===== src/rtl/inst_ram_ctrl_pkg.sv =====
// Shared sizing and boot-state encoding for the instruction RAM controller and its loader.
package inst_ram_ctrl_pkg;

  localparam int unsigned INST_DEPTH = 1024;
  localparam int unsigned INST_WIDTH = 32;
  localparam int unsigned ADDR_W     = $clog2(INST_DEPTH);

  typedef enum logic [1:0] {
    StIdle  = 2'd0,
    StLoad  = 2'd1,
    StDrain = 2'd2,
    StRun   = 2'd3
  } state_e;

endpackage


===== src/rtl/inst_ram_ctrl_ld_ptr.sv =====
// Loader auto-increment pointer with sticky wrap flag and saturating write counter.
module inst_ld_ptr #(
  parameter int unsigned INST_DEPTH = 1024,
  parameter int unsigned ADDR_W     = $clog2(INST_DEPTH)
) (
  input  logic              clk,
  input  logic              rst,
  input  logic              wr,
  input  logic              auto,
  output logic [ADDR_W-1:0] ptr,
  output logic              wrap,
  output logic [ADDR_W:0]   count
);

  logic [ADDR_W-1:0] ptr_q, ptr_d;
  logic              wrap_q, wrap_d;
  logic [ADDR_W:0]   count_q, count_d;

  always_comb begin
    ptr_d   = ptr_q;
    wrap_d  = wrap_q;
    count_d = count_q;
    // Only auto writes move the pointer; explicit writes still count.
    if (wr && auto) begin
      if (ptr_q == ADDR_W'(INST_DEPTH - 1)) begin
        ptr_d  = '0;
        wrap_d = 1'b1;
      end else begin
        ptr_d = ptr_q + ADDR_W'(1);
      end
    end
    if (wr && (count_q != (ADDR_W + 1)'(INST_DEPTH))) begin
      count_d = count_q + (ADDR_W + 1)'(1);
    end
  end

  always_ff @(posedge clk or posedge rst) begin
    if (rst) begin
      ptr_q   <= '0;
      wrap_q  <= 1'b0;
      count_q <= '0;
    end else begin
      ptr_q   <= ptr_d;
      wrap_q  <= wrap_d;
      count_q <= count_d;
    end
  end

  assign ptr   = ptr_q;
  assign wrap  = wrap_q;
  assign count = count_q;

endmodule


===== src/rtl/inst_ram_ctrl.sv =====
// Instruction BRAM sequencer: boot-time image load, then fetch with loader pre-emption.
module inst_ram_ctrl #(
  parameter int unsigned INST_DEPTH = inst_ram_ctrl_pkg::INST_DEPTH,
  parameter int unsigned INST_WIDTH = inst_ram_ctrl_pkg::INST_WIDTH,
  parameter int unsigned ADDR_W     = $clog2(INST_DEPTH)
) (
  input  logic                  clk,
  input  logic                  rst,
  input  logic                  boot_load,
  input  logic                  ld_req,
  input  logic                  ld_auto,
  input  logic [ADDR_W-1:0]     ld_addr,
  input  logic [INST_WIDTH-1:0] ld_data,
  input  logic                  ld_done,
  output logic                  ld_gnt,
  output logic                  ld_wrap,
  output logic [ADDR_W:0]       ld_count,
  input  logic                  fetch_req,
  input  logic [ADDR_W-1:0]     fetch_addr,
  output logic                  fetch_gnt,
  output logic                  fetch_rvalid,
  output logic [INST_WIDTH-1:0] fetch_rdata,
  output logic                  core_hold,
  output logic [ADDR_W-1:0]     ram_addra,
  output logic [INST_WIDTH-1:0] ram_dina,
  output logic                  ram_ena,
  output logic                  ram_wea,
  output logic                  ram_rsta,
  input  logic [INST_WIDTH-1:0] ram_douta
);

  import inst_ram_ctrl_pkg::*;

  state_e            state_q, state_d;
  logic              fetch_rvalid_q;
  logic [ADDR_W-1:0] ptr;

  inst_ld_ptr #(
    .INST_DEPTH (INST_DEPTH),
    .ADDR_W     (ADDR_W)
  ) u_ld_ptr (
    .clk   (clk),
    .rst   (rst),
    .wr    (ld_gnt),
    .auto  (ld_auto),
    .ptr   (ptr),
    .wrap  (ld_wrap),
    .count (ld_count)
  );

  always_comb begin
    state_d   = state_q;
    ld_gnt    = 1'b0;
    fetch_gnt = 1'b0;
    ram_rsta  = 1'b0;
    core_hold = 1'b1;
    case (state_q)
      StIdle: begin
        // Clear the BRAM output register so no stale word is seen after reset.
        ram_rsta = 1'b1;
        state_d  = boot_load ? StLoad : StRun;
      end
      StLoad: begin
        ld_gnt = ld_req;
        if (ld_done) begin
          state_d = StDrain;
        end
      end
      StDrain: begin
        state_d = StRun;
      end
      StRun: begin
        core_hold = 1'b0;
        // Loader wins; the core re-presents its request next cycle.
        ld_gnt    = ld_req;
        fetch_gnt = fetch_req & ~ld_req;
      end
      default: begin
        state_d = StIdle;
      end
    endcase
  end

  always_comb begin
    ram_ena   = ld_gnt | fetch_gnt;
    ram_wea   = ld_gnt;
    ram_dina  = ld_data;
    ram_addra = fetch_addr;
    if (ld_gnt) begin
      ram_addra = ld_auto ? ptr : ld_addr;
    end
  end

  always_ff @(posedge clk or posedge rst) begin
    if (rst) begin
      state_q        <= StIdle;
      fetch_rvalid_q <= 1'b0;
    end else begin
      state_q        <= state_d;
      fetch_rvalid_q <= fetch_gnt;
    end
  end

  assign fetch_rvalid = fetch_rvalid_q;
  assign fetch_rdata  = ram_douta;

  a_one_grant: assert property (@(posedge clk) disable iff (rst) !(ld_gnt && fetch_gnt));
  a_wea_gnt:   assert property (@(posedge clk) disable iff (rst) ram_wea |-> ld_gnt);

endmodule


===== config.mk =====
export PLATFORM = sky130hd
export DESIGN_NAME = inst_ram_ctrl
export DESIGN_NICKNAME = d
export VERILOG_FILES = /design/src/rtl/inst_ram_ctrl_pkg.sv /design/src/rtl/inst_ram_ctrl_ld_ptr.sv /design/src/rtl/inst_ram_ctrl.sv
export SDC_FILE = /design/constraint.sdc
export NUM_CORES = 1
export LEC_CHECK = 0
export BUFFER_PORTS_ARGS = -buffer_cell sky130_fd_sc_hd__buf_2
export CAP_MARGIN = 20
export CORE_UTILIZATION = 37
export DETAILED_ROUTE_END_ITERATION = 16
export PLACE_DENSITY = 0.81
export SYNTH_ARGS = -nofsm -noshare
export SYNTH_HDL_FRONTEND = slang
export SYNTH_SLANG_ARGS = --single-unit
export TNS_END_PERCENT = 10

===== constraint.sdc =====
create_clock -name clk -period 2.3 [get_ports clk]
set_input_delay 0.46 -clock clk [delete_from_list [all_inputs] [get_ports clk]]
set_output_delay 0.46 -clock clk [all_outputs]
set_load 0.02 [all_outputs]

==> metrics.cfg <==
[yosys]
syn_area_per_cell_um2 = 8.786
seq_area_frac_synth = 0.3179
ys_ff_latch = 25
ys_async_sr_fraction = 1.000
synth_cell_types = 34
yosys.area.top_type = dfrtp_1
synth_nets = 322
synth_edf_count = 0
synth_area_mm2 = 0.001968
yosys-top-cells-area = dfrtp_1, buf_4, mux2i_1
synth_top_area_share = 0.3179
synth_flop_cell = dfrtp_1
synth_cells = 224
synth_warnings = 0

[layout]
final_nets = 317
final_area_mm2 = 0.001911
final_common_cell = buf_2
num-fill-cells = 538
layout_common_cells = buf_2, dfrtp_1, nand2_1
area_growth_pct = -2.924
num_antenna_cells = 0
seq_area_um2 = 625.6
drive_gt1_frac = 0.3165
multi_input_area_um2 = 793.3

[sta]
max_slew_margin = 0.6302
rsz0062_at_grt = false
slew_viol_final = 0
min_period_over_period = 0.9160
tns_ps = 0
worstMarginPinSlew_ps = 549.6
skew_ps = 4.148
hold_viol = 0
min_period_ps = 2107
setup_viol = 0
fmax_ghz = 0.4747

[setup_path]
path_cells = inv_1 > ha_2 > o21ai_2 > buf_6 > o21ai_0 > buf_2
slowest_delay_ps = 410
crit_path_start_kind = register
path_class = reg2out
cp_data_arrival_time_ps = 1650
worst-path-max-fanout = 19
cp_slowest_cell = dfrtp_1
endpoint_kind = output port
critical_path_required_ps = 1840

[routing]
drt.antenna.violating_nets = 0
drt-pass1-iter-count = 4
vias_per_cell = 5.080
drtIter0Drc = 94
avgRoutedWirePerCell_um = 13.48
drt_wl_total_um = 3883
num_vias = 1463
drc = 0

[placement]
port_buffers = 55
place_hpwl_um = 2980
place_area_mm2 = 0.001856
gp_congestion = 0.9029

[run_status]
status = complete, no violations

[global_route]
grt_max_degree = 26
globalRoute.busiestLayer = met2
grt_use_total = 0.1362
use_met2 = 0.2282
use_met1 = 0.1602
grt_antenna_before_repair = 0
grt_util_met3 = 0.02811
grt_pass1_vias = 1294
overflow = 0
grt_first_pass_wirelength_um = 5830

[floorplan]
die_w_um = 74.94
die-area_mm2 = 0.005615
core_area_mm2 = 0.005107
num_rows = 26
start_util = 0.3854
die_y_um = 74.94
pin_count = 184

[clock_tree]
cts_buffers = 3
cts_hold_buf = 0
htree_num_levels = 1
clk_latency_ps = 270
ctsRootBufferMaster = clkbuf_8
cts_tree = built
clk_pin_slew_worst_paths_ps = 90
clock-sinks = 25
cts_buffer_depth = 2

[power]
p_leak_uw = 0.0009948
vdd_drop_max_mv = 0.2833
cellPowerDensity_mw_per_mm2 = 987.0

[flow_run]
drv_cap = 0

[worst_hold_path]
min_path_type = in2async

[stage by stage]
stage	worst slack (ps)	power, uW	cells	utilization	hold slack [ps]
detailed placement	396.2	1619	284	0.3633	452.5
finish	193.3	1886	288	0.3741	215.3
global placement	456.2	1588	284	0.3633	447.4
floorplan	282.3	1483	224	-	463.2
global route	24.54	2039	288	0.3741	251.2
CTS	90.25	1888	288	0.3724	231.4
[kinds of logic after synthesis]
kind of cell | share of synthesized area
compound gates | 0.09663
fa+ha+maj | 0.04450
mux | 0.06167
flops | 0.3179
simple gates | 0.1399
buf+inv | 0.2816
xor+xnor | 0.05785
[critical path: cells and delay by family (launching register included)]
family                     cells  cell delay [ps]
DFF                            1              410
buffers and inverters          3              460
adders and majority gates      1              250
AOI/OAI and AO/OA              2              240
[worst paths after layout]
path / start / end / slack [ps] / cells after the start
min in group clk: ld_req / fetch_rvalid / 460 / 2
worst min-delay path: rst / state_q[1] / 220 / 3
worst min register to register: u_ld_ptr.wrap / u_ld_ptr.wrap / 470 / 1
worst max-delay path: state_q[1] / ram_addra[5] / 190 / 6
worst max register to register: state_q[1] / u_ld_ptr.wrap / 420 / 5
max in group asynchronous: rst / fetch_rvalid / 1840 / 3
[report_power, final]
part	switching (uW)	total, uW	internal [uW]
combinational	557	907	349
sequential	169	717	547
clock	141	262	121
[final cells by class]
| cell class | instances | share of cell area |
|---|---|---|
| clock buffer | 3 | 0.02161 |
| clock inverter | 1 | 0.002620 |
| inverter | 13 | 0.02554 |
| multi-input combinational | 117 | 0.4152 |
| sequential | 25 | 0.3274 |
| tap | 70 | 0.04584 |
| timing repair buffer | 59 | 0.1618 |
[state kept, by name (all words and copies together), names as in the netlist]
signal          cells
state_q             2
u_ld_ptr.ptr       10
u_ld_ptr.wrap       1
u_ld_ptr.count     11
fetch_rvalid        1
[synthesized netlist by cell type (2+ instances only)]
library cell / count
o31ai_1: 3
buf_4: 65
xnor2_1: 6
dfrtp_1: 25
o211ai_1: 2
clkbuf_1: 2
xor2_1: 7
nor4b_1: 2
ha_1: 7
buf_2: 2
nor4_1: 4
nor3_1: 5
nor2_1: 4
mux2i_1: 11
nand3_1: 7
or4_1: 3
inv_1: 13
nand4_1: 5
a21oi_1: 4
nand2_1: 21
o21ai_0: 13
[per-layer routing]
layer  routed length [um]  part of all wire
met4                  127             0.033
met2                 1897              0.49
met1                 1577              0.41
met3                  280             0.072
met5                    0                 0
[timing repair]
| action | in CTS | in global routing |
|---|---|---|
| resized for setup | 0 | 3 |
| setup endpoints to repair | 0 | 6 |
| buffers inserted | 0 | 0 |
Note: power is estimated with default switching activity, not from simulation.
